--- config.mk ---
export PLATFORM = sky130hd
export DESIGN_NAME = regfile_sb
export DESIGN_NICKNAME = d
export VERILOG_FILES = /design/src/rtl/regfile_pkg.sv /design/src/rtl/regfile_scoreboard.sv /design/src/rtl/regfile_sb.sv
export SDC_FILE = /design/constraint.sdc
export NUM_CORES = 2
export LEC_CHECK = 0
export ABC_CLOCK_PERIOD_IN_PS = 9050
export CAP_MARGIN = 25
export CORE_UTILIZATION = 30
export DETAILED_ROUTE_END_ITERATION = 7
export HOLD_SLACK_MARGIN = 0.03
export PLACE_DENSITY = 0.4
export RECOVER_POWER = 100
export SYNTH_ARGS = -nofsm -noshare
export SYNTH_HDL_FRONTEND = slang
export SYNTH_SLANG_ARGS = --single-unit
--- constraint.sdc ---
create_clock -name clk -period 9.05 [get_ports clk]
set_clock_uncertainty 0.2 [all_clocks]
set_input_delay 1.81 -clock clk [delete_from_list [all_inputs] [get_ports clk]]
set_output_delay 1.81 -clock clk [all_outputs]
set_load 0.03 [all_outputs]
--- src/rtl/regfile_pkg.sv ---
// Shared constants and types for the register file with write-pending scoreboard.
package regfile_pkg;

  localparam int unsigned DEFAULT_DATA_W = 32;
  localparam int unsigned DEFAULT_ADDR_W = 5;

  // Hardwired-zero register index
  localparam int unsigned ZERO_REG = 0;

  typedef logic [DEFAULT_DATA_W-1:0] reg_word_t;

endpackage

--- src/rtl/regfile_scoreboard.sv ---
// Write-pending scoreboard: busy vector, pending count, orphan-writeback pulse and
// per-port busy lookup.
module regfile_scoreboard
  import regfile_pkg::*;
#(
  parameter int unsigned ADDR_W = DEFAULT_ADDR_W,
  parameter int unsigned NRD    = 2
) (
  input  logic                  clk,
  input  logic                  reset,
  input  logic [NRD*ADDR_W-1:0] rd_addr,
  output logic [NRD-1:0]        rd_busy,
  input  logic                  wr_en,
  input  logic [ADDR_W-1:0]     wr_addr,
  input  logic                  iss_en,
  input  logic [ADDR_W-1:0]     iss_addr,
  output logic [ADDR_W:0]       busy_cnt,
  output logic                  wb_orphan
);

  localparam int Depth = 2 ** ADDR_W;
  localparam logic [ADDR_W-1:0] ZeroAddr = ADDR_W'(ZERO_REG);

  logic [Depth-1:0] busy_q, busy_d;
  logic [ADDR_W:0]  cnt_q, cnt_d;
  logic             orphan_q, orphan_d;
  logic             wr_valid, iss_valid;

  assign wr_valid  = wr_en && (wr_addr != ZeroAddr);
  assign iss_valid = iss_en && (iss_addr != ZeroAddr);

  always_comb begin
    busy_d = busy_q;
    // Clear before set so a same-cycle issue to the written register wins.
    if (wr_valid) busy_d[wr_addr] = 1'b0;
    if (iss_valid) busy_d[iss_addr] = 1'b1;
    orphan_d = wr_valid && !busy_q[wr_addr];
    cnt_d = '0;
    for (int i = 0; i < Depth; i++) begin
      cnt_d = cnt_d + {{ADDR_W{1'b0}}, busy_d[i]};
    end
  end

  always_ff @(posedge clk) begin
    if (reset) begin
      busy_q   <= '0;
      cnt_q    <= '0;
      orphan_q <= 1'b0;
    end else begin
      busy_q   <= busy_d;
      cnt_q    <= cnt_d;
      orphan_q <= orphan_d;
    end
  end

  for (genvar g = 0; g < NRD; g++) begin : g_lookup
    assign rd_busy[g] = busy_q[rd_addr[g*ADDR_W +: ADDR_W]];
  end

  assign busy_cnt  = cnt_q;
  assign wb_orphan = orphan_q;

endmodule

--- src/rtl/regfile_sb.sv ---
// Multi-port register file with integrated write-pending scoreboard; r0 reads as zero.
// Optional same-cycle write-to-read bypass enabled by defining REGFILE_BYPASS_EN.
module regfile_sb
  import regfile_pkg::*;
#(
  parameter int unsigned DATA_W = DEFAULT_DATA_W,
  parameter int unsigned ADDR_W = DEFAULT_ADDR_W,
  parameter int unsigned NRD    = 2
) (
  input  logic                  clk,
  input  logic                  reset,
  input  logic [NRD*ADDR_W-1:0] rd_addr,
  output logic [NRD*DATA_W-1:0] rd_data,
  output logic [NRD-1:0]        rd_busy,
  input  logic                  wr_en,
  input  logic [ADDR_W-1:0]     wr_addr,
  input  logic [DATA_W-1:0]     wr_data,
  input  logic                  iss_en,
  input  logic [ADDR_W-1:0]     iss_addr,
  output logic [ADDR_W:0]       busy_cnt,
  output logic                  wb_orphan
);

  localparam int Depth = 2 ** ADDR_W;
  localparam logic [ADDR_W-1:0] ZeroAddr = ADDR_W'(ZERO_REG);

  logic [DATA_W-1:0] regs_q [Depth];
  logic [NRD-1:0]    sb_busy;
  logic              wr_valid;

  assign wr_valid = wr_en && (wr_addr != ZeroAddr);

  always_ff @(posedge clk) begin
    if (reset) begin
      for (int i = 0; i < Depth; i++) begin
        regs_q[i] <= '0;
      end
    end else if (wr_valid) begin
      regs_q[wr_addr] <= wr_data;
    end
  end

  regfile_scoreboard #(
    .ADDR_W (ADDR_W),
    .NRD    (NRD)
  ) u_scoreboard (
    .clk       (clk),
    .reset     (reset),
    .rd_addr   (rd_addr),
    .rd_busy   (sb_busy),
    .wr_en     (wr_en),
    .wr_addr   (wr_addr),
    .iss_en    (iss_en),
    .iss_addr  (iss_addr),
    .busy_cnt  (busy_cnt),
    .wb_orphan (wb_orphan)
  );

  for (genvar g = 0; g < NRD; g++) begin : g_rd
    logic [ADDR_W-1:0] addr;
    logic [DATA_W-1:0] data;
    logic              busy;

    assign addr = rd_addr[g*ADDR_W +: ADDR_W];

    always_comb begin
      data = (addr == ZeroAddr) ? '0 : regs_q[addr];
      busy = sb_busy[g];
`ifdef REGFILE_BYPASS_EN
      // Forward the writeback; busy reflects the post-edge state of the register.
      if (wr_valid && (addr == wr_addr)) begin
        data = wr_data;
        busy = iss_en && (iss_addr == wr_addr);
      end
`endif
    end

    assign rd_data[g*DATA_W +: DATA_W] = data;
    assign rd_busy[g]                  = busy;
  end

endmodule

==> run summary <==
Status: complete, but fails checks
Failing checks: max-capacitance violations, max-slew violations
Num rows: 160
RR Startpoint: u_scoreboard.busy_q[1]
Metal3 WL: 18.50 mm
Post-synthesis mux area share: 22.15%
Hold path endpoint: u_scoreboard.busy_q[0]
WL/cell: 37.78 µm
Top-area cell type share of the netlist area: 53.45%
Min-delay src: u_scoreboard.busy_q[0]
Vias in the first global route: 37,797
Placed Instances: 6,345
Synth unique cells: 48
Final worst path period share: 94.70%
Vias/cell: 5.617
Most frequent cells in the layout: edfxtp_1 (1,024), and2_1 (593), mux4_2 (475)
Post-synth top area cell: edfxtp_1
Maxcap violations: 70
Register Area: 31,530 µm²
Fmax: 116.7 MHz
Post-synthesis cell count: 3,926
Pins Over Slew Limit: 1,852
Die Width: 439.9 µm
Met2 wire len: 117.7 mm
Reg2Reg Setup Slack: 3490 ps
Final hold violation count: 0
Synthesized area: 57,530 µm²
Gate power share: 13.0%
Worst Path Required: 7040 ps
Worst Reg-to-Reg Cells: 17
Core ar.: 190,400 µm²
First-pass GRT wire length: 336.5 mm
LEAKAGE: 22.01 nW
Highest routed layer: met5
Starting Density: 30.22%
RSZ-0062 raised after global routing: false
Detailed Place HPWL: 145.8 mm
Share of layout cells above drive strength 1: 22.64%
Pwr Density: 196.2 nW/µm²
# fillers: 18,164
Number of synthesized flops with an enable pin: 1,024
PostCTS Resize Cnt: 0
Worst setup SP type: input pin
Clock share of power: 42.5%
Antenna-violating nets left: 0
Pin count of the biggest net entering global routing: 63
Setup-failing EPs final: 0
Minimum clock period: 8570 ps
Total number of vias: 37,159
IO Pins: 129
FFs w/ async S/R, synth: 0%
Multi-input logic area: 24,420 µm²
WL met1: 105.8 mm
Internal power: 9.557 mW
Switching portion of total power: 26.76%
Min setup slack post-route: 479.7 ps
Nets: 4,069
Clock latency on the worst-skew pair: 800 ps
WL final: 249.9 mm
Hold Crit Class: flop to flop
Initial antenna violation count: 45
Tightest Pin Transition: 4161 ps
Crit path capture type: output port
GRT Total Usage: 25.70%
Max Fanout on Critical Path: 18
CTS clk-pin slew, worst paths: 50 ps
Flop pwr share: 44.6%
R2R Path End: u_scoreboard.busy_cnt[4]
Worst EP arrival: 6560 ps
Ys flop type: edfxtp_1
Initial DRC count: 3,987
DIE AREA: 193,500 µm²
Setup Crit Path Kind: input pin to output port
Chip height: 439.9 µm
Yosys reg bits: 1,063
Simple-Gate Fraction of Synth Area: 13.61%
Clock sinks: 1,063
YS warnings: 0
Non-Filler Instances: 6,615
CTS max path bufs: 3
Post-Route Setup TNS: 0 ps
Root buffer selected by CTS: clkbuf_16
DRC: 0
Port bufs: 128
Worst rel slew slack: -177.4%
Pre-CTS setup slack: 625.3 ps
Post-synthesis xor/xnor area fraction: 0.01522%
Global route overflow: 0
TritonCTS clock tree: built
Maximum VDD drop: 111.2 µV
DR pass1 iterations: 5
H-Tree Depth: 4
Synth Area in Compound Gates: 5.133%
Area growth syn-to-layout: 15.60%
Post-CTS setup buffers: 0
Combinational family with the most area after synthesis: multiplexers
Hold path cells: 1
Gpl congestion: 0.8816
Hold-fix buffers at CTS: 0
CTS Buf Count: 137
Syn Area/Cell: 14.65 µm²
Sequential-to-total area share from yosys stat: 54.81%
Post-Synth Adder-Cell Area: 1.009%
Net Switching: 3.491 mW
Most common cell after layout, fill and taps aside: edfxtp_1
Ranking of synthesized cells by area: edfxtp_1 (53%), mux4_2 (19%), and2_1 (11%), mux2i_1 (2.2%), clkbuf_1 (2.0%)
kinds of logic after synthesis:
| family | count (synthesis) |
|---|---|
| AO/OA/AOI/OAI | 408 |
| multiplexers | 671 |
| adder cells (fa/ha/maj) | 32 |
| buffers and inverters | 451 |
| XOR/XNOR | 1 |
| other | 1 |
| flip-flops | 1063 |
| AND/OR/NAND/NOR | 1299 |
area by class of cell:
type	count	area share, %
Timing Repair Buffer	306	4.192
Clock inverter	74	1.133
Inverter	30	0.1769
Tap cell	2511	4.724
Clock buffer	169	5.571
Sequential cell	1063	47.41
Multi-Input combinational cell	2443	36.72
Antenna cell	19	0.07149
critical path: stages:
cell and delay (ps):
buf_2 100, buf_4 420, or2_2 220, or4_1 810
clkbuf_1 1130, o21ai_0 580, a311oi_1 600, clkdlybuf4s50_1 830
flip-flops by register name, summed over array words and instances, names as in the netlist:
| register | flops |
|---|---|
| u_scoreboard.busy_q | 32 |
| u_scoreboard.busy_cnt | 6 |
| regs_q | 1024 |
| u_scoreboard.wb_orphan | 1 |
worst max-delay path by stage:
stage                                    end  slack [ps]  startpoint
global route                   regs_q[2][23]         540       reset
floorplan           u_scoreboard.busy_cnt[4]        1580  wr_addr[4]
detailed placement  u_scoreboard.busy_cnt[4]         630  wr_addr[1]
global placement    u_scoreboard.busy_cnt[4]         640  wr_addr[1]
CTS                 u_scoreboard.busy_cnt[4]        1470  wr_addr[1]
finish                           rd_data[54]         480  rd_addr[9]
routing by layer:
layer	GRT usage (%)	vias to the layer above
li1	-	15197
met1	35.00	19888
met2	41.55	1703
met3	4.759	367
met4	7.583	4
met5	0	-
synth_stat cells (9+ instances only):
cell type and count:
edfxtp_1 1024, buf_4 17, a22o_1 9, inv_1 30, nor2b_1 89, fa_1 24, a221oi_1 46, buf_2 86
and2_1 997, o2111ai_1 19, nand2b_1 34, nor3_1 14, a311oi_1 64, dfxtp_1 39, mux2_2 67, mux4_2 475
a22oi_1 82, clkbuf_1 313, o21ai_0 113, a211oi_1 64, mux2i_1 129, nand2_1 74, nor2_1 54
stage by stage:
step / total power [mW] / hold WS (ps) / utilization, % / area [µm²]
floorplan: 6.825 / 276.7 / - / 57640
global route: 13.42 / 432.0 / 34.91 / 66470
detailed placement: 7.624 / 404.6 / 32.69 / 62240
finish: 13.05 / 400.1 / 34.93 / 66500
global placement: 7.620 / 402.1 / 32.64 / 62140
CTS: 13.16 / 412.0 / 35.03 / 66700
power by group through the flow:
stage / registers, mW / clock network, mW / logic, mW
after floorplan: 5.85 / 0 / 0.972
after detailed placement: 5.91 / 0 / 1.72
final: 5.82 / 5.54 / 1.69
after CTS: 5.80 / 5.63 / 1.72
after global routing: 5.85 / 5.81 / 1.76
after global placement: 5.90 / 0 / 1.72
Note: power is estimated with default switching activity, not from simulation.
